`src/rtl/hall98_sequencer_if.sv`:
```
// Instruction-memory fetch bus for hall98_sequencer.
// The sequencer drives req/addr. The memory returns ack/rdata, and ack may come in the first req cycle.
interface hall98_sequencer_if #(
  parameter int unsigned PC_W = 16
);
  logic            imem_req;
  logic [PC_W-1:0] imem_addr;
  logic            imem_ack;
  logic [31:0]     imem_rdata;

  modport master (
    output imem_req,
    output imem_addr,
    input  imem_ack,
    input  imem_rdata
  );

  modport slave (
    input  imem_req,
    input  imem_addr,
    output imem_ack,
    output imem_rdata
  );
endinterface

```
`src/rtl/hall98_sequencer.sv`:
```
// hall98 instruction fetch/issue controller.
// Fetches 32-bit words over a req/ack bus and decodes each word.
// An ALU op is presented to the core for exactly one cycle.
// NOP, HALT and illegal words are consumed without an issue.
// Optional feature: define HALL98_SEQ_JMP_EN to make op 0x4B an unconditional jump.
// When the macro is undefined, 0x4B is illegal.
module hall98_sequencer #(
  parameter int unsigned PC_W      = 16,
  parameter int unsigned ISSUE_GAP = 0
) (
  input  logic                 iclock,
  input  logic                 irst_n,
  input  logic                 start,
  input  logic [PC_W-1:0]      start_pc,
  input  logic                 stop,
  hall98_sequencer_if.master   imem,
  output logic [31:0]          opcode,
  output logic [31:0]          re,
  output logic [31:0]          n,
  output logic                 flag,
  output logic                 issue,
  output logic [PC_W-1:0]      pc,
  output logic                 busy,
  output logic                 halted,
  output logic                 err,
  output logic [31:0]          icount
);

`ifdef HALL98_SEQ_JMP_EN
  localparam bit JmpEn = 1'b1;
`else
  localparam bit JmpEn = 1'b0;
`endif

  // GAP counts down from ISSUE_GAP-1 to 0. With ISSUE_GAP = 0, the GAP state is never entered.
  localparam logic [3:0] GapInit = (ISSUE_GAP > 0) ? 4'(ISSUE_GAP - 1) : 4'd0;

  typedef enum logic [2:0] {StIdle, StFetch, StIssue, StGap, StHalted} state_e;

  state_e          state_q, state_d;
  logic [PC_W-1:0] pc_q, pc_d;
  logic [31:0]     icount_q, icount_d;
  logic            err_q, err_d;
  logic            stop_pend_q, stop_pend_d;
  logic [3:0]      gap_q, gap_d;
  logic [7:0]      op_q, op_d;
  logic            flag_q, flag_d;
  logic [2:0]      re_q, re_d;
  logic [19:0]     n_q, n_d;

  logic [7:0] rd_op;
  logic       is_alu, is_nop, is_halt, is_jmp, stop_now;

  // Decode the word currently on the read-data bus.
  always_comb begin
    rd_op   = imem.imem_rdata[31:24];
    is_alu  = (rd_op >= 8'h45) && (rd_op <= 8'h4A);
    is_nop  = (rd_op == 8'h00);
    is_halt = (rd_op == 8'hFF);
    is_jmp  = JmpEn && (rd_op == 8'h4B);
    // A stop arriving in the same cycle as the boundary decision still takes effect.
    stop_now = stop_pend_q | stop;
  end

  // Compute next-state and outputs. Every core field stays 0 outside ISSUE.
  always_comb begin
    state_d        = state_q;
    pc_d           = pc_q;
    icount_d       = icount_q;
    err_d          = err_q;
    stop_pend_d    = stop_pend_q;
    gap_d          = gap_q;
    op_d           = op_q;
    flag_d         = flag_q;
    re_d           = re_q;
    n_d            = n_q;
    imem.imem_req  = 1'b0;
    imem.imem_addr = '0;
    opcode         = '0;
    re             = '0;
    n              = '0;
    flag           = 1'b0;
    issue          = 1'b0;

    unique case (state_q)
      StIdle, StHalted: begin
        if (start) begin
          pc_d        = start_pc;
          err_d       = 1'b0;
          stop_pend_d = stop;
          state_d     = StFetch;
        end
      end
      StFetch: begin
        imem.imem_req  = 1'b1;
        imem.imem_addr = pc_q;
        if (stop) stop_pend_d = 1'b1;
        if (imem.imem_ack) begin
          if (is_alu) begin
            op_d    = rd_op;
            flag_d  = imem.imem_rdata[23];
            re_d    = imem.imem_rdata[22:20];
            n_d     = imem.imem_rdata[19:0];
            state_d = StIssue;
          end else if (is_nop) begin
            pc_d = pc_q + PC_W'(1);
            if (stop_now) state_d = StHalted;
          end else if (is_halt) begin
            state_d = StHalted;
          end else if (is_jmp) begin
            pc_d = PC_W'(imem.imem_rdata[19:0]);
            if (stop_now) state_d = StHalted;
          end else begin
            // Illegal op: pc keeps the offending address.
            err_d   = 1'b1;
            state_d = StHalted;
          end
        end
      end
      StIssue: begin
        issue    = 1'b1;
        opcode   = {24'd0, op_q};
        re       = {29'd0, re_q};
        n        = {12'd0, n_q};
        flag     = flag_q;
        pc_d     = pc_q + PC_W'(1);
        icount_d = (icount_q != 32'hFFFF_FFFF) ? icount_q + 32'd1 : icount_q;
        if (stop) stop_pend_d = 1'b1;
        if (ISSUE_GAP > 0) begin
          gap_d   = GapInit;
          state_d = StGap;
        end else if (stop_now) begin
          state_d = StHalted;
        end else begin
          state_d = StFetch;
        end
      end
      StGap: begin
        if (stop) stop_pend_d = 1'b1;
        if (gap_q == 4'd0) begin
          state_d = stop_now ? StHalted : StFetch;
        end else begin
          gap_d = gap_q - 4'd1;
        end
      end
      default: state_d = StIdle;
    endcase
  end

  // Register the state. Reset returns to IDLE immediately, so every output goes to 0.
  always_ff @(posedge iclock or negedge irst_n) begin
    if (!irst_n) begin
      state_q     <= StIdle;
      pc_q        <= '0;
      icount_q    <= '0;
      err_q       <= 1'b0;
      stop_pend_q <= 1'b0;
      gap_q       <= '0;
      op_q        <= '0;
      flag_q      <= 1'b0;
      re_q        <= '0;
      n_q         <= '0;
    end else begin
      state_q     <= state_d;
      pc_q        <= pc_d;
      icount_q    <= icount_d;
      err_q       <= err_d;
      stop_pend_q <= stop_pend_d;
      gap_q       <= gap_d;
      op_q        <= op_d;
      flag_q      <= flag_d;
      re_q        <= re_d;
      n_q         <= n_d;
    end
  end

  // Drive the status outputs.
  always_comb begin
    pc     = pc_q;
    icount = icount_q;
    err    = err_q;
    busy   = (state_q == StFetch) || (state_q == StIssue) || (state_q == StGap);
    halted = (state_q == StHalted);
  end

endmodule

```
`src/flat_wrapper.sv`:
```
// flat-port wrapper written by rule: the top's interface ports become plain ports
module hall98_sequencer_flat 
#(
  parameter int unsigned PC_W      = 16,
  parameter int unsigned ISSUE_GAP = 0
)
  (iclock, irst_n, start, start_pc, stop, opcode, re, n, flag, issue, pc, busy, halted, err, icount, imem_imem_req, imem_imem_addr, imem_imem_ack, imem_imem_rdata);
  hall98_sequencer_if #(.PC_W(PC_W)) imem_i ();
  input  logic iclock;
  input  logic irst_n;
  input  logic start;
  input  logic [PC_W-1:0] start_pc;
  input  logic stop;
  output logic [31:0] opcode;
  output logic [31:0] re;
  output logic [31:0] n;
  output logic flag;
  output logic issue;
  output logic [PC_W-1:0] pc;
  output logic busy;
  output logic halted;
  output logic err;
  output logic [31:0] icount;
  output wire logic [$bits(imem_i.imem_req)-1:0] imem_imem_req;
  output wire logic [$bits(imem_i.imem_addr)-1:0] imem_imem_addr;
  input wire logic [$bits(imem_i.imem_ack)-1:0] imem_imem_ack;
  input wire logic [$bits(imem_i.imem_rdata)-1:0] imem_imem_rdata;
  assign imem_imem_req = imem_i.imem_req;
  assign imem_imem_addr = imem_i.imem_addr;
  assign imem_i.imem_ack = imem_imem_ack;
  assign imem_i.imem_rdata = imem_imem_rdata;
  hall98_sequencer #(.PC_W(PC_W), .ISSUE_GAP(ISSUE_GAP)) u_core (.iclock(iclock), .irst_n(irst_n), .start(start), .start_pc(start_pc), .stop(stop), .imem(imem_i), .opcode(opcode), .re(re), .n(n), .flag(flag), .issue(issue), .pc(pc), .busy(busy), .halted(halted), .err(err), .icount(icount));
endmodule
```
`config.mk`:
```
export PLATFORM = sky130hd
export DESIGN_NAME = hall98_sequencer_flat
export DESIGN_NICKNAME = d
export VERILOG_FILES = /design/src/rtl/hall98_sequencer_if.sv /design/src/rtl/hall98_sequencer.sv /design/src/flat_wrapper.sv
export SDC_FILE = /design/constraint.sdc
export NUM_CORES = 1
export LEC_CHECK = 0
export ABC_AREA = 1
export ABC_CLOCK_PERIOD_IN_PS = 1900
export CAP_MARGIN = 40
export CORE_UTILIZATION = 46
export CTS_CLUSTER_DIAMETER = 100
export DETAILED_ROUTE_END_ITERATION = 10
export PLACE_DENSITY = 0.82
export SLEW_MARGIN = 20
export SYNTH_ARGS = -nofsm -noshare
export SYNTH_HDL_FRONTEND = slang
export SYNTH_SLANG_ARGS = --single-unit
```
`constraint.sdc`:
```
create_clock -name iclock -period 1.9 [get_ports iclock]
set_input_delay 0.19 -clock iclock [delete_from_list [all_inputs] [get_ports iclock]]
set_output_delay 0.19 -clock iclock [all_outputs]
set_load 0.02 [all_outputs]
```
==> results of run 1 <==
-- metal layers --
metal / global-route usage, % / share of wire [%] / vias up
met5: 0 / 0 / -
met4: 9.62 / 2.4 / 0
met3: 4.93 / 5.8 / 29
met2: 38.6 / 48 / 192
met1: 27.1 / 44 / 2639
li1: - / - / 2927
-- sequential cells by signal, summed over array words and instances, names as in the netlist --
register,cells
u_core.err,1
u_core.flag_q,1
u_core.gap_q,4
u_core.icount,32
u_core.n_q,20
u_core.op_q,8
u_core.pc,16
u_core.re_q,3
u_core.state_q,3
u_core.stop_pend_q,1
-- cell usage after synthesis, types with 2 or more instances --
library cell	instances
a21oi_1	2
buf_2	4
buf_4	65
buf_6	9
clkbuf_1	6
dfrtp_1	89
ha_1	3
inv_1	101
inv_2	5
nand2_1	316
nand2_2	14
nand2_4	2
nand3_1	28
nand3_2	3
nand3b_1	15
nand4_1	9
nor2_1	139
nor2_2	7
nor2_4	2
o21ai_0	21
o21ai_1	28
xnor2_1	4
xor2_1	15
-- power by group --
group          total [mW]  internal [mW]  switching, mW
clock network        1.87           1.07          0.797
logic                3.26           1.27           1.99
registers            2.70           2.29          0.410
-- final timing paths --
path                                                 end  slack, ns
min                         u_core.icount[3]$_DFFE_PN0P_       0.24
max in group asynchronous         u_core.err$_DFFE_PN0P_       1.08
max                                   imem_imem_addr[11]       0.07
min in group iclock            u_core.n_q[6]$_DFFE_PN0P_       0.38
min reg2reg                   u_core.op_q[6]$_DFFE_PN0P_       0.48
max reg2reg                u_core.icount[22]$_DFFE_PN0P_       0.20
-- stage by stage --
| step | instance area (um^2) | util [%] | hold slack [ns] | std cells |
|---|---|---|---|---|
| after floorplan | 6280 | - | -0.106 | 961 |
| after global placement | 7610 | 59.8 | 0.0756 | 1225 |
| after detailed placement | 7610 | 59.8 | 0.0742 | 1225 |
| after CTS | 7870 | 61.9 | 0.246 | 1242 |
| after global routing | 7740 | 60.8 | 0.279 | 1242 |
| final | 7740 | 60.8 | 0.245 | 1242 |
-- kinds of logic after synthesis --
logic type      synth area share (%)
compound gates                  4.53
xor+xnor                        2.75
fa+ha+maj                      0.621
buf+inv                         17.4
flops                           36.9
other cells                   0.0621
simple gates                    37.7
-- worst reg2reg max path: stages, from the launching register on --
cell     delay, ns
dfrtp_1       0.39
ha_1          0.19
inv_2         0.06
nor2_4        0.14
nand2_4       0.10
nor2_8        0.13
nand2_4       0.08
nand2_8       0.15
buf_4         0.23
nand2_1       0.08
nand2_1       0.07
-- area by class of cell --
class / count / share of cell area [%]
multi-input cells: 680 / 38.8
clock inverters: 6 / 0.937
inverters: 107 / 5.25
well taps: 172 / 2.78
flip-flops and latches: 89 / 28.8
clock buffers: 10 / 3.09
repair buffers: 178 / 20.4
-- cells in the final DEF (no fill, tap or decap), drive strengths merged --
master,netlist,routed
a21oi,2,2
a32o,1,1
and2,1,1
buf,79,25
bufinv,0,1
clkbuf,6,46
clkdlybuf4s15,0,7
clkdlybuf4s50,0,100
clkinv,0,1
clkinvlp,0,1
conb,1,65
dfrtp,89,89
dlygate4sd2,0,9
dlygate4sd3,0,1
ha,3,3
inv,107,110
nand2,333,333
nand3,31,31
nand3b,15,15
nand4,9,9
nor2,149,149
nor3,1,1
o21ai,50,50
or2,1,1
xnor2,4,4
xor2,15,15
-- timing repair --
item | in CTS | in global routing
endpoints found under the hold margin | 16 | 0
gates resized for setup | 53 | 78
hold buffers | 1 | 0
endpoints found under the setup margin | 52 | 43
==> flow_metrics.tcl, run 1 <==
set metrics [dict create \
    n_antenna_cell 0 \
    worst-path-stages 5 \
    grt_overflow 0 \
    dr.pass1.iters 5 \
    via_per_inst 4.66 \
    power_leakage_nw 3.95 \
    die_area_um2 13600 \
    fin_skew_ns 0.00690 \
    die_x_um 117 \
    ys.warnings.count 0 \
    synth_top_cell_by_area "dfrtp_1" \
    syn_area_per_cell_um2 6.74 \
    drc 0 \
    hold_viol_final 0 \
    place_ws_ns 0.0433 \
    grt_pass1_wl_um 23700 \
    cts_max_path_buffers 2 \
    drtIter0Drc 277 \
    crit_path_cell_trace "nor2_2 -> nand2_2 -> buf_4 -> nor2_1 -> dlygate4sd2_1" \
    p_total_mw 7.83 \
    status "completed" \
    start_kind "flip-flop" \
    fillers 1177 \
    power_density_nw_per_um2 1010 \
    end_kind "primary output" \
    drt-total-wl_um 14800 \
    core-area_um2 12700 \
    antenna_found_initial 0 \
    maxCapViolations 0 \
    finalSetupTns_ns 0 \
    synthArstFlopShare_pct 100 \
    timing.rr.start "u_core.icount[1]$_DFFE_PN0P_" \
    critPathSlowestCell "dfrtp_1" \
    required_ns 1.71 \
    multi_input_area_um2 3000 \
    cp_top_family "buffers and inverters" \
    setup_viol_count_final 0 \
    holdCritPathClass "in -> async" \
    rsz0062_at_grt "no" \
    crit_fanout 11 \
    crit_type "reg -> out" \
    clock-sinks 89 \
    io_pins 219 \
    synth_top_area_share_pct 36.9 \
    post_cts_buffers 0 \
    peakVddDrop_mv 0.643 \
    max_freq_mhz 547 \
    core.rowCount 41 \
    ys_ff_latch 89 \
    syn_to_final_growth_pct 28.1 \
    cp_data_arrival_time_ns 1.64 \
    initial_core_util_pct 47.5 \
    period_share_pct 96.2 \
    clock_latency_ns 0.35 \
    wl_per_cell_um 11.9 \
    crit_start "u_core.state_q[2]$_DFFE_PN0P_" \
    synth_edf_count 0 \
    clk_pin_slew_ns 0.07 \
    drive_gt1_share_pct 10.7 \
    gp_congestion 0.951 \
    htreeDepth 3 \
    syn-cell-area_um2 6040 \
    portBuffers 153 \
    numCtsBuffers 9 \
    synth_ff_type "dfrtp_1" \
    synth_cell_types 33 \
    cts_tree "done" \
    min_period_ns 1.83 \
    hpwl_um 11300 \
    cp.buffers_inverters 2 \
    final-max-slew-violation-count 0 \
    r2r_cells 10 \
    slowest_delay_ns 0.42 \
    synth_cells 897 \
    first_global_vias 5166 \
    final_nets 1121 \
    synthTopCellsByArea "dfrtp_1 37%, nand2_1 20%, nor2_1 8.6%" \
    die_h_um 117 \
    ant_nets 0 \
    synth_seq_area_share_pct 36.9 \
    via_count 5787 \
    cts_root_buf "clkbuf_16" \
    area.sequential_um2 2230 \
    grt_use_total_pct 22.4 \
    finalWorstSetupSlack_ns 0.0719 \
    grt_max_degree 59 \
]
No activity file was read; power rests on OpenSTA's default activity.
==> run 2: changes to the inputs <==
- CORE_UTILIZATION: 46 -> 45
- PLACE_DENSITY: 0.82 -> 0.81
==> run 2 against run 1 <==
Against the previous run:
- via count fell by 0.76%
- power is 2.1% lower
- worst setup slack better by 0.0042 ns
- flip-flop and latch count unchanged
- cell count down 0.40%
- utilization decreased by 1.3 points
- first-iteration DRC count did not move
- clock power decreased by 9%
- count of clock-buffer cells in the layout is 2 higher
==> flow_metrics.tcl, run 2 (synthesis gave the netlist of run 1 again) <==
set metrics [dict create \
    slowest_delay_ns 0.40 \
    drc 0 \
    grt_use_total_pct 22.0 \
    power_density_nw_per_um2 1000 \
    timing.rr.start "u_core.icount[1]$_DFFE_PN0P_" \
    place_ws_ns 0.0899 \
    r2r_cells 10 \
    maxCapViolations 0 \
    final-max-slew-violation-count 0 \
    end_kind "primary output" \
    drtIter0Drc 277 \
    clk_pin_slew_ns 0.07 \
    hpwl_um 11300 \
    multi_input_area_um2 3010 \
    period_share_pct 96.0 \
    area.sequential_um2 2230 \
    final_nets 1116 \
    fin_skew_ns 0.00706 \
    r2r_end "u_core.icount[2]$_DFFE_PN0P_" \
    numCtsBuffers 9 \
    final_cell_mix "316 x nand2_1, 139 x nor2_1, 101 x inv_1" \
    layoutNonFillerInstCount 1237 \
    final_common_cell "nand2_1" \
    wl_per_cell_um 12.0 \
    drive_gt1_share_pct 11.1 \
    core.rowCount 41 \
    gp_congestion 0.906 \
    grt_pass1_wl_um 24700 \
    status "completed" \
    reg2reg_slack_ns 0.21 \
    max_freq_mhz 548 \
    holdCritPathClass "in -> reg" \
    portBuffers 153 \
    drt-total-wl_um 14900 \
    cp_data_arrival_time_ns 1.63 \
    cts_root_buf "clkbuf_16" \
    htreeDepth 3 \
    largest_register_ff_count 32 \
    peakVddDrop_mv 0.532 \
    start_kind "flip-flop" \
    die_area_um2 13900 \
    power_leakage_nw 3.91 \
    ant_nets 0 \
    finalWorstSetupSlack_ns 0.0761 \
    crit_fanout 33 \
    die_x_um 118 \
    via_per_inst 4.64 \
    syn_to_final_growth_pct 26.8 \
    whs_ns 0.386 \
    fillers 1211 \
    hold_viol_final 0 \
    n_antenna_cell 0 \
    antenna_found_initial 0 \
    clock-sinks 89 \
    crit_start "u_core.state_q[1]$_DFFE_PN0P_" \
    initial_core_util_pct 46.9 \
    cts_max_path_buffers 2 \
    io_pins 219 \
    post_cts_buffers 0 \
    via_count 5743 \
    grt_overflow 0 \
    first_global_vias 5268 \
    crit_end "re[1]" \
    die_h_um 118 \
    cts_tree "done" \
    required_ns 1.71 \
    dr.pass1.iters 6 \
    setup_viol_count_final 0 \
    clock_latency_ns 0.34 \
    critPathSlowestCell "dfrtp_1" \
    grt_max_degree 90 \
    placedCellCount 1220 \
    crit_type "reg -> out" \
    rsz0062_at_grt "yes" \
    finalSetupTns_ns 0 \
    core-area_um2 12900 \
    min_period_ns 1.82 \
    crit_path_cell_trace "inv_1 -> nor2_2 -> nand2_2 -> buf_12 -> nor2_1 -> clkdlybuf4s15_1" \
]
-- run 2: area by class of cell --
class	instances	area share, %
repair buffers	173	19.9
well taps	172	2.81
clock buffers	12	3.35
flip-flops and latches	89	29.1
inverters	107	5.31
clock inverters	4	0.359
multi-input cells	680	39.2
-- run 2: timing repair --
action                     4_1_cts  5_1_grt
gates resized for setup         54       91
setup endpoints to repair       52       50
hold buffers                     1        0
hold endpoints to repair        89        0
-- run 2: layer usage --
layer | vias up | GRT usage (%) | wire [um]
met5 | - | 0 | 0
met4 | 0 | 9.78 | 413
li1 | 2924 | - | -
met2 | 184 | 36.7 | 7160
met3 | 30 | 4.51 | 821
met1 | 2605 | 27.4 | 6500
-- run 2: through the flow --
step	util (%)	area (um^2)	power, mW
after floorplan	-	6280	4.81
after global placement	58.9	7590	6.02
after CTS	60.7	7820	7.73
final	59.5	7660	7.67
after detailed placement	58.9	7590	6.10
after global routing	59.5	7660	8.20
-- run 2: worst min-delay path by stage --
| stage | start | to | slack [ns] | depth (start not counted) |
|---|---|---|---|---|
| finish | imem_imem_rdata[15] | u_core.n_q[15]$_DFFE_PN0P_ | 0.39 | 3 |
| global route | imem_imem_rdata[3] | u_core.n_q[3]$_DFFE_PN0P_ | 0.39 | 3 |
| global placement | irst_n | u_core.icount[3]$_DFFE_PN0P_ | 0.27 | 2 |
| floorplan | irst_n | u_core.err$_DFFE_PN0P_ | -0.11 | 0 |
| CTS | imem_imem_rdata[15] | u_core.n_q[15]$_DFFE_PN0P_ | 0.37 | 3 |
| detailed placement | irst_n | u_core.icount[1]$_DFFE_PN0P_ | 0.27 | 2 |
-- run 2: power by group --
group / switching (mW) / internal [mW]
logic: 2.01 / 1.24
registers: 0.409 / 2.30
clock network: 0.757 / 0.957
total: 3.17 / 4.50
-- run 2: worst max-delay path: cells and delay by family, from the launching register on --
kind                   cells  cell delay [ns]
DFF                        1             0.40
buffers and inverters      3             0.56
and+or+nand+nor            3             0.33
